<file path="src/rtl/mem_port_arbiter.sv">
// Shares one memory port between instruction fetch and the load/store stage.
// Data side wins simultaneous requests; a busy transfer aborts after MAX_WAIT stalled cycles.
module mem_port_arbiter #(
  parameter int ADDR_WIDTH = 32,
  parameter int DATA_WIDTH = 32,
  parameter int MAX_WAIT   = 16
) (
  input  logic                    clk,
  input  logic                    rst_n,
  input  logic                    if_req,
  input  logic [ADDR_WIDTH-1:0]   if_addr,
  output logic [DATA_WIDTH-1:0]   if_rdata,
  output logic                    if_valid,
  output logic                    if_err,
  input  logic                    dm_req,
  input  logic                    dm_we,
  input  logic [ADDR_WIDTH-1:0]   dm_addr,
  input  logic [DATA_WIDTH-1:0]   dm_wdata,
  input  logic [DATA_WIDTH/8-1:0] dm_wstrb,
  output logic [DATA_WIDTH-1:0]   dm_rdata,
  output logic                    dm_valid,
  output logic                    dm_err,
  output logic                    mem_req,
  output logic                    mem_we,
  output logic [ADDR_WIDTH-1:0]   mem_addr,
  output logic [DATA_WIDTH-1:0]   mem_wdata,
  output logic [DATA_WIDTH/8-1:0] mem_wstrb,
  input  logic [DATA_WIDTH-1:0]   mem_rdata,
  input  logic                    mem_ready,
  output logic                    stall_if,
  output logic                    stall_mem
);

  // state   | meaning
  // IDLE    | no transfer outstanding, arbitrate this cycle
  // IF_BUSY | fetch owns the port, waiting for mem_ready
  // DM_BUSY | load/store owns the port, waiting for mem_ready
  typedef enum logic [1:0] {IDLE = 2'd0, IF_BUSY = 2'd1, DM_BUSY = 2'd2} state_t;

  localparam int SW = DATA_WIDTH / 8;
  // A zero-width counter is illegal, so MAX_WAIT = 0 keeps one unused bit.
  localparam int CW = (MAX_WAIT > 0) ? $clog2(MAX_WAIT + 1) : 1;
  localparam logic [CW-1:0] CNT_LIMIT = CW'(MAX_WAIT);

  state_t                state_q, state_d;
  logic [CW-1:0]         cnt_q, cnt_d;
  logic                  mem_req_q, mem_req_d;
  logic                  mem_we_q, mem_we_d;
  logic [ADDR_WIDTH-1:0] mem_addr_q, mem_addr_d;
  logic [DATA_WIDTH-1:0] mem_wdata_q, mem_wdata_d;
  logic [SW-1:0]         mem_wstrb_q, mem_wstrb_d;
  logic                  busy, timeout, done;

  always_comb begin
    busy    = (state_q == IF_BUSY) || (state_q == DM_BUSY);
    timeout = busy && (MAX_WAIT != 0) && (cnt_q == CNT_LIMIT) && !mem_ready;
    done    = busy && (mem_ready || timeout);
  end

  always_comb begin
    state_d     = state_q;
    cnt_d       = cnt_q;
    mem_req_d   = mem_req_q;
    mem_we_d    = mem_we_q;
    mem_addr_d  = mem_addr_q;
    mem_wdata_d = mem_wdata_q;
    mem_wstrb_d = mem_wstrb_q;
    case (state_q)
      IDLE: begin
        if (dm_req) begin
          state_d     = DM_BUSY;
          cnt_d       = '0;
          mem_req_d   = 1'b1;
          mem_we_d    = dm_we;
          mem_addr_d  = dm_addr;
          mem_wdata_d = dm_wdata;
          mem_wstrb_d = dm_wstrb;
        end else if (if_req) begin
          state_d     = IF_BUSY;
          cnt_d       = '0;
          mem_req_d   = 1'b1;
          mem_we_d    = 1'b0;
          mem_addr_d  = if_addr;
          mem_wstrb_d = '0;
        end
      end
      IF_BUSY, DM_BUSY: begin
        if (done) begin
          state_d   = IDLE;
          mem_req_d = 1'b0;
        end else begin
          cnt_d = cnt_q + CW'(1);
        end
      end
      default: begin
        state_d   = IDLE;
        mem_req_d = 1'b0;
      end
    endcase
  end

  always_ff @(posedge clk or negedge rst_n) begin
    if (!rst_n) begin
      state_q     <= IDLE;
      cnt_q       <= '0;
      mem_req_q   <= 1'b0;
      mem_we_q    <= 1'b0;
      mem_addr_q  <= '0;
      mem_wdata_q <= '0;
      mem_wstrb_q <= '0;
    end else begin
      state_q     <= state_d;
      cnt_q       <= cnt_d;
      mem_req_q   <= mem_req_d;
      mem_we_q    <= mem_we_d;
      mem_addr_q  <= mem_addr_d;
      mem_wdata_q <= mem_wdata_d;
      mem_wstrb_q <= mem_wstrb_d;
    end
  end

  // Completion is combinational so the pipeline can advance in the ready cycle.
  always_comb begin
    if_valid = (state_q == IF_BUSY) && done;
    if_err   = (state_q == IF_BUSY) && timeout;
    if_rdata = ((state_q == IF_BUSY) && mem_ready) ? mem_rdata : '0;
    dm_valid = (state_q == DM_BUSY) && done;
    dm_err   = (state_q == DM_BUSY) && timeout;
    dm_rdata = ((state_q == DM_BUSY) && mem_ready) ? mem_rdata : '0;
  end

  assign mem_req   = mem_req_q;
  assign mem_we    = mem_we_q;
  assign mem_addr  = mem_addr_q;
  assign mem_wdata = mem_wdata_q;
  assign mem_wstrb = mem_wstrb_q;
  assign stall_if  = if_req & ~if_valid;
  assign stall_mem = dm_req & ~dm_valid;

endmodule

</file>
<file path="config.mk">
export PLATFORM = sky130hd
export DESIGN_NAME = mem_port_arbiter
export DESIGN_NICKNAME = d
export VERILOG_FILES = /design/src/rtl/mem_port_arbiter.sv
export SDC_FILE = /design/constraint.sdc
export NUM_CORES = 1
export LEC_CHECK = 0
export CAP_MARGIN = 20
export CORE_ASPECT_RATIO = 1.5
export CORE_MARGIN = 4
export CORE_UTILIZATION = 31
export DETAILED_ROUTE_END_ITERATION = 8
export MAX_ROUTING_LAYER = met4
export PLACE_DENSITY = 0.71
export SLEW_MARGIN = 20
export SYNTH_ARGS = -nofsm -noshare
export SYNTH_HDL_FRONTEND = slang
export SYNTH_SLANG_ARGS = --single-unit
</file>
<file path="constraint.sdc">
create_clock -name clk -period 3.4 [get_ports clk]
set_input_delay 1.02 -clock clk [delete_from_list [all_inputs] [get_ports clk]]
set_output_delay 1.02 -clock clk [all_outputs]
set_load 0.02 [all_outputs]
</file>
==> reports/qor.yml, run 1 <==
yosysUniqueCellTypes: 32
fin_setup_tns_ns: 0
drtIter0Drc: 108
worstPathArrival_ns: 2.32
p_per_area_mw_per_mm2: 752.5
synthTopCellsByArea: "dfrtp_1 (50%), nand2_1 (13%), and3_1 (10%)"
rsz0062_at_grt: "no"
antenna_found_initial: 1
yosys-top-cells-count: "nand2_1 (131), dfrtp_1 (77), and3_1 (64), o21ai_0 (34), mux2i_1 (33)"
placed_area_mm2: 0.006749
yosysTopAreaCellShare_pct: 49.69
cp_max_fo: 34
firstDrtPassIters: 4
dr_total_vias: 4101
hold_class: "reg2reg"
grt_pass1_vias: 4240
finalMaxSlewViolations: 0
critPathCaptureType: "primary output"
avgSynthCellArea_um2: 9.102
port_buffers: 277
wl_per_cell_um: 16.76
crit_start: "mem_ready"
drive_gt1_share_pct: 5.452
syn_area_mm2: 0.003877
synthFlopType: "dfrtp_1"
clock_latency_ns: 0.33
min_from: "mem_wdata[23]"
die_y_um: 145.0
nets: 835
ys_seq_area_share_pct: 49.69
finalSetupViolCount: 0
max_slew_margin_pct: 36.23
track_usage_pct: 19.68
ant_nets: 0
area_growth_pct: 80.28
ys_seq_elements: 77
yosysMostFrequentCell: "nand2_1"
boundaryPins: 278
fmax_mhz: 299.8
grt_pass1_wl_mm: 21.82
hold_viol: 0
period_needed_ns: 3.335
regArea_mm2: 0.001927
wirelength_mm: 14.26
required_ns: 2.38
core_area_mm2: 0.01214
path_clk_slew_ns: 0.05
clock_sinks: 77
initial_core_util_pct: 31.94
max-vdd-ir-drop_mv: 0.4104
overflow: 0
cts_inserted_buffers: 9
vias_per_cell: 4.819
tightest_slew_ns: 0.9566
reg2reg_slack_ns: 1.64
root_buffer: "clkbuf_16"
period_share_pct: 98.10
htreeDepth: 3
multi_input_area_mm2: 0.001765
cts_buffer_depth: 2
route.detailed.drc: 0
maxCapViolations: 0
cp-start-kind: "primary input"
rows: 49
finalPower_mw: 5.261
grt_max_degree: 78
nFillCells: 1110
fp.dieW_um: 99.32
reg2reg_from: "state_q[0]"
die-area_mm2: 0.01440
place_congestion: 0.9740
async_flop_share_pct: 100.0
finClkSkew_ns: 0.008642
ctsHoldBuffers: 0
yosysWarnings: 0
yosys.area.top_type: "dfrtp_1"
dp_hpwl_mm: 11.15
synth-edff-count: 0
synth_nets: 569
stdcell_area_mm2: 0.006990
synth_cells: 426
cts_tree: "built"
worstSetupPathType: "in2out"
p_leak_nw: 3.613
status: "completed"
registers in the layout, summed over array words and instances, names as in the netlist:
register,count
mem_wstrb,4
mem_req,1
state_q,2
mem_wdata,32
mem_addr,32
mem_we,1
cnt_q,5
cell usage in the layout (no fill, tap or decap), drive strengths merged, types with 2 or more instances in the layout:
cell,synthesis,final
clkdlybuf4s50,0,209
nand2,131,131
dfrtp,77,77
and3,64,64
dlygate4sd2,0,60
o21ai,36,36
mux2i,33,33
buf,12,17
clkbuf,21,11
inv,9,9
nor2,6,6
a22o,5,5
ha,5,5
o22ai,4,4
nand2b,3,3
a2111oi,3,3
clkinv,0,3
o21a,2,2
and2,2,2
a2bb2oi,2,2
nand3,2,2
clkinvlp,0,2
nor3b,2,2
path summary, 6_finish.rpt:
kind / endpoint / cells past startpoint
hold reg to reg: mem_wdata[23] / 2
setup / recovery: dm_rdata[21] / 4
min in group asynchronous: mem_wstrb[0] / 1
setup reg to reg: cnt_q[4] / 6
max in group asynchronous: cnt_q[4] / 1
hold / removal: mem_wdata[23] / 2
critical path, stage by stage:
cell and delay [ns]:
dlygate4sd2_1 0.34, buf_12 0.20, and3_1 0.16, clkdlybuf4s50_1 0.59
cells by family (layout without fill, tap and decap cells):
family,count (synthesis),in the layout,synth area share [%]
other cells,0,1,0
simple gates,215,215,26.33
compound gates,54,54,8.648
buf+inv,42,313,5.195
mux,33,33,8.519
fa+ha+maj,5,5,1.613
flops,77,77,49.69
per-layer routing:
metal / global-route usage, % / vias up / share of wire (%)
li1: - / 1965 / -
met1: 18.98 / 1902 / 35
met2: 36.98 / 208 / 54
met3: 4.899 / 26 / 9.0
met4: 7.109 / 0 / 2.1
met5: - / - / 0
report_power, final:
part / leakage [nW] / internal, mW / switching (mW)
Combinational: 2.53 / 1.27 / 1.56
Sequential: 0.957 / 1.34 / 0.229
Clock: 0.126 / 0.496 / 0.369
stage by stage:
step                      instances  hold slack, ns  util, %  worst slack, ns
after global routing            851          0.4967    57.59         0.001591
final                           851          0.4713    57.59          0.06464
after CTS                       850          0.4762    57.49          0.05232
after detailed placement        833          0.4621    55.60          -0.2333
after floorplan                 426          0.4814        -           0.5056
after global placement          833          0.4580    55.60          -0.2167
repair_timing:
action,4_1_cts,5_1_grt
buffers inserted,0,0
gates cloned,1,0
setup endpoints to repair,65,4
resized for setup,61,2
final cells by class:
| type | instances | area share (%) |
|---|---|---|
| Sequential cell | 77 | 27.56 |
| Clock buffer | 11 | 3.329 |
| Antenna cell | 1 | 0.03580 |
| Inverter | 9 | 0.4833 |
| Tap cell | 153 | 2.739 |
| Clock inverter | 5 | 0.5370 |
| Timing Repair Buffer | 288 | 40.06 |
| Multi-Input combinational cell | 307 | 25.26 |
(Power assumes the default switching activity.)
==> inputs of run 2 (changes only) <==
CTS_BUF_LIST = sky130_fd_sc_hd__clkbuf_8   (was default)
==> reports/qor.yml, run 2 (synthesized netlist as in run 1, its figures left out) <==
hold_viol: 0  # unchanged
grt_pass1_wl_mm: 21.70  # was 21.82 mm
ant_nets: 0  # unchanged
tightest_slew_ns: 0.9658  # was 0.9566 ns
p_comb_share_pct: 56.7  # was 53.8%
period_share_pct: 98.06  # was 98.10%
nets: 835  # unchanged
final_common_cell: "clkdlybuf4s50_1"  # unchanged
critPathCaptureType: "primary output"  # unchanged
crit_start: "mem_ready"  # unchanged
p_switching_mw: 2.126  # was 2.157 mW
place_congestion: 0.9740  # unchanged
drtIter0Drc: 110  # was 108
p_int_mw: 2.866  # was 3.104 mW
path_clk_slew_ns: 0.07  # was 0.05 ns
reg2reg_from: "state_q[0]"  # unchanged
route.detailed.drc: 0  # unchanged
cp-start-kind: "primary input"  # unchanged
place_inst: 833  # unchanged
timing.reg2reg.worst_path_depth: 6  # unchanged
root_buffer: "clkbuf_8"  # was clkbuf_16
rsz0062_at_grt: "no"  # unchanged
finalMaxSlewViolations: 0  # unchanged
reg2reg_slack_ns: 1.64  # about the same
final_cells: 851  # unchanged
dp_hpwl_mm: 11.15  # unchanged
crit_path_end: "dm_rdata[21]"  # unchanged
finClkSkew_ns: 0.01611  # was 0.008642 ns
rows: 49  # unchanged
grt_max_degree: 78  # unchanged
die-area_mm2: 0.01440  # unchanged
setup_ws_ns: 0.06587  # was 0.06464 ns
wirelength_mm: 14.23  # was 14.26 mm
firstDrtPassIters: 4  # unchanged
finalSetupViolCount: 0  # unchanged
vias_per_cell: 4.784  # was 4.819
drive_gt1_share_pct: 5.452  # unchanged
cts_tree: "built"  # unchanged
wl_per_cell_um: 16.72  # was 16.76 um
fmax_mhz: 299.9  # was 299.8 MHz
max_slew_margin_pct: 35.62  # was 36.23%
preCtsSetupSlack_ns: -0.2333  # unchanged
boundaryPins: 278  # unchanged
port_buffers: 277  # unchanged
worstPathArrival_ns: 2.31  # was 2.32 ns
required_ns: 2.38  # about the same
overflow: 0  # unchanged
post-cts-setup-buffer-count: 0  # unchanged
area_growth_pct: 77.67  # was 80.28%
die_y_um: 145.0  # unchanged
clock_sinks: 77  # unchanged
fp.dieW_um: 99.32  # unchanged
maxCapViolations: 0  # unchanged
clockPowerShare_pct: 12.0  # was 16.4%
track_usage_pct: 19.46  # was 19.68%
worstSetupPathType: "in2out"  # unchanged
p_per_area_mw_per_mm2: 724.7  # was 752.5 mW/mm^2
max-vdd-ir-drop_mv: 0.4060  # was 0.4104 mV
hold_class: "reg2reg"  # unchanged
status: "completed"  # unchanged
htreeDepth: 3  # unchanged
dr_total_vias: 4071  # was 4101
p_sw_share_pct: 42.59  # was 41.00%
initial_core_util_pct: 31.94  # unchanged
period_needed_ns: 3.334  # was 3.335 ns
grt_pass1_vias: 4206  # was 4240
clock_latency_ns: 0.35  # was 0.33 ns
regToRegEndpoint: "cnt_q[4]"  # unchanged
power_frac_seq_pct: 31.3  # was 29.8%
cp_max_fo: 34  # unchanged
core_area_mm2: 0.01214  # unchanged
cts_buffer_depth: 2  # unchanged
cts_inserted_buffers: 9  # unchanged
antenna_found_initial: 1  # unchanged
fin_setup_tns_ns: 0  # unchanged
p_leak_nw: 3.575  # was 3.613 nW
final_cell_mix: "clkdlybuf4s50_1 (209), nand2_1 (131), dfrtp_1 (77)"  # unchanged
run 2: cell count changes in the layout (fill, tap and decap cells not counted), sizes merged:
cell	change
inv	+2
clkbuf	-2
run 2: layout make-up:
type,instances,area (um^2)
well taps,153,191.4
inverters,9,33.78
diodes,1,2.502
multi-input cells,307,1765
repair buffers,288,2800
flip-flops and latches,77,1927
clock buffers,9,123.9
fillers,1125,5250
clock inverters,7,45.04
run 2: metrics by stage:
step / power, mW / instance area (um^2) / hold slack, ns / util (%)
global placement: 4.427 / 6749 / 0.4580 / 55.60
global route: 5.328 / 6889 / 0.5015 / 56.75
finish: 4.992 / 6889 / 0.4754 / 56.75
floorplan: 3.027 / 3877 / 0.4814 / -
CTS: 5.069 / 6878 / 0.4804 / 56.66
detailed placement: 4.496 / 6749 / 0.4621 / 55.60
run 2: power groups by stage:
| stage | logic (mW) | clock network (mW) | registers [mW] |
|---|---|---|---|
| after floorplan | 0.971 | 0 | 2.06 |
| after global placement | 2.87 | 0 | 1.56 |
| after detailed placement | 2.92 | 0 | 1.58 |
| after CTS | 2.87 | 0.627 | 1.57 |
| after global routing | 3.05 | 0.656 | 1.62 |
| final | 2.83 | 0.599 | 1.56 |
run 2: worst min-delay path by stage:
stage | startpoint | end | slack (ns) | cells after the start
2_1_floorplan | state_q[1] | state_q[1] | 0.48 | 1
3_3_place_gp | mem_wdata[24] | mem_wdata[24] | 0.46 | 2
3_5_place_dp | mem_wdata[18] | mem_wdata[18] | 0.46 | 2
4_1_cts | mem_wdata[23] | mem_wdata[23] | 0.48 | 2
5_1_grt | mem_addr[8] | mem_addr[8] | 0.50 | 2
6_report | mem_wdata[23] | mem_wdata[23] | 0.48 | 2
run 2: layer usage:
metal	part of all wire (%)	up-vias	GRT usage (%)
li1	-	1962	-
met1	35	1894	18.80
met2	54	198	36.91
met3	9.0	17	4.851
met4	1.7	0	6.288
met5	0	-	-
run 2: worst max-delay path, cell delays in order:
cell and delay [ns]:
dlygate4sd2_1 0.33, buf_12 0.20, and3_1 0.16, clkdlybuf4s50_1 0.59
run 2: timing repair:
action                     in CTS  in global routing
resized for setup              61                  2
setup endpoints to repair      65                  4
hold buffers                    0                  0
cloned                          1                  0
==> patch: new RTL, config.mk and constraints of run 1 <==
`DATA_WIDTH`: 32 -> 36.
--- a/src/rtl/mem_port_arbiter.sv
+++ b/src/rtl/mem_port_arbiter.sv
@@ -2,7 +2,7 @@
 // Data side wins simultaneous requests; a busy transfer aborts after MAX_WAIT stalled cycles.
 module mem_port_arbiter #(
   parameter int ADDR_WIDTH = 32,
-  parameter int DATA_WIDTH = 32,
+  parameter int DATA_WIDTH = 36,
   parameter int MAX_WAIT   = 16
 ) (
   input  logic                    clk,
Interface: changed (5 resized); port bits go from 278 to 298. No check against the original RTL was run, so the function may have changed too.
==> patch against run 1 <==
Wire length increased by 5.1%. Sequential cell count increased by 4. Synthesized area increased by 4.6%. Critical endpoint is now if_rdata[3]. Total power increased by 11%. Synthesized cell count increased by 6.3%. Critical path type unchanged. Final area increased by 7.7%. Highest routed layer unchanged. Worst hold slack improved by 0.0025 ns. Setup slack improved by 0.0086 ns. Non-clock buffer count increased by 18.
==> patch: results <==
{
  "grtUsageMet3_pct": 7.18,
  "grt_max_degree": 74,
  "wl_met2_um": 7910,
  "grt_pass1_wl_um": 22600,
  "via_count": 4339,
  "reg2reg_from": "state_q[1]",
  "reg2reg_depth": 5,
  "leakage_nw": 3.56,
  "io_buffers": 297,
  "antenna_found_initial": 3,
  "synth_nets": 604,
  "worst_hold_path.endpoint": "mem_wdata[30]",
  "use_met1_pct": 18.7,
  "status": "complete, no violations",
  "post_cts_buffers": 0,
  "nMultiInputCombCells": 327,
  "p_int_mw": 3.52,
  "antenna_cells": 3,
  "ys_types": 33,
  "synthAdderAreaFrac_pct": 1.54,
  "muxShareOfSynthArea_pct": 8.15,
  "worst_pin_slew_ns": 0.732,
  "placed_cell_area_um2": 7170,
  "fin_hold_ws_ns": 0.474,
  "cts_num_sinks": 81,
  "pre_cts_ws_ns": 0.0525,
  "layout-drive-gt1-share_pct": 4.74,
  "synth-compound-area-share_pct": 8.27,
  "buffers_excl_clock": 306,
  "endpoint": "if_rdata[3]",
  "crit_path_start": "mem_rdata[3]",
  "cp_max_fo": 2,
  "r2r_slack_ns": 1.60,
  "syn2layout_area_growth_pct": 85.6,
  "buf_share_pct": 40.8,
  "period_share_pct": 97.8,
  "yosysSeqAreaShare_pct": 50.0,
  "wl_um": 15000,
  "synth_common_cells": "nand2_1, dfrtp_1, and3_1, mux2i_1, o21ai_1",
  "multiInputGateArea_um2": 1860,
  "cp_top_family": "buffers and inverters",
  "syn_avg_cell_area_um2": 8.95,
  "hold_start": "mem_wdata[30]",
  "finClkSkew_ns": 0.00758,
  "synth_area_leaders": "dfrtp_1, nand2_1, and3_1",
  "power_clock_mw": 1.08,
  "grt_util_met2_pct": 35.3,
  "firstDrtPassIters": 4,
  "max_stage_delay_ns": 0.61,
  "nets": 885,
  "dp_cells": 879,
  "wl_per_cell_um": 16.7,
  "switching_share_pct": 39.6,
  "ir_drop_mv": 0.399,
  "drt-initial-drc-count": 141,
  "clk_share_pct": 4.50,
  "wl_met3_um": 1720
}
-- patch: changes by cell type in the layout (fill, tap and decap cells not counted), moves of 4 or more --
| cell | before | now |
|---|---|---|
| buf_4 | 15 | 7 |
| and3_1 | 64 | 72 |
| dfrtp_1 | 77 | 81 |
| nand2_1 | 131 | 142 |
| clkdlybuf4s50_1 | 209 | 293 |
| o21ai_0 | 34 | 4 |
| dlygate4sd2_1 | 60 | 0 |
| o21ai_1 | 1 | 31 |
-- patch: timing repair --
| item | 4_1_cts | 5_1_grt |
|---|---|---|
| resized for setup | 0 | 4 |
| endpoints found under the setup margin | 0 | 23 |
| hold buffers | 0 | 0 |
| hold endpoints to repair | 0 | 0 |
-- patch: worst register-to-register path: cells and delay by family (launching register included) --
family / cells / cell delay [ns]
buf+inv: 1 / 0.08
fa+ha+maj: 1 / 0.43
flops: 1 / 0.38
simple gates: 2 / 0.69
compound gates: 1 / 0.11
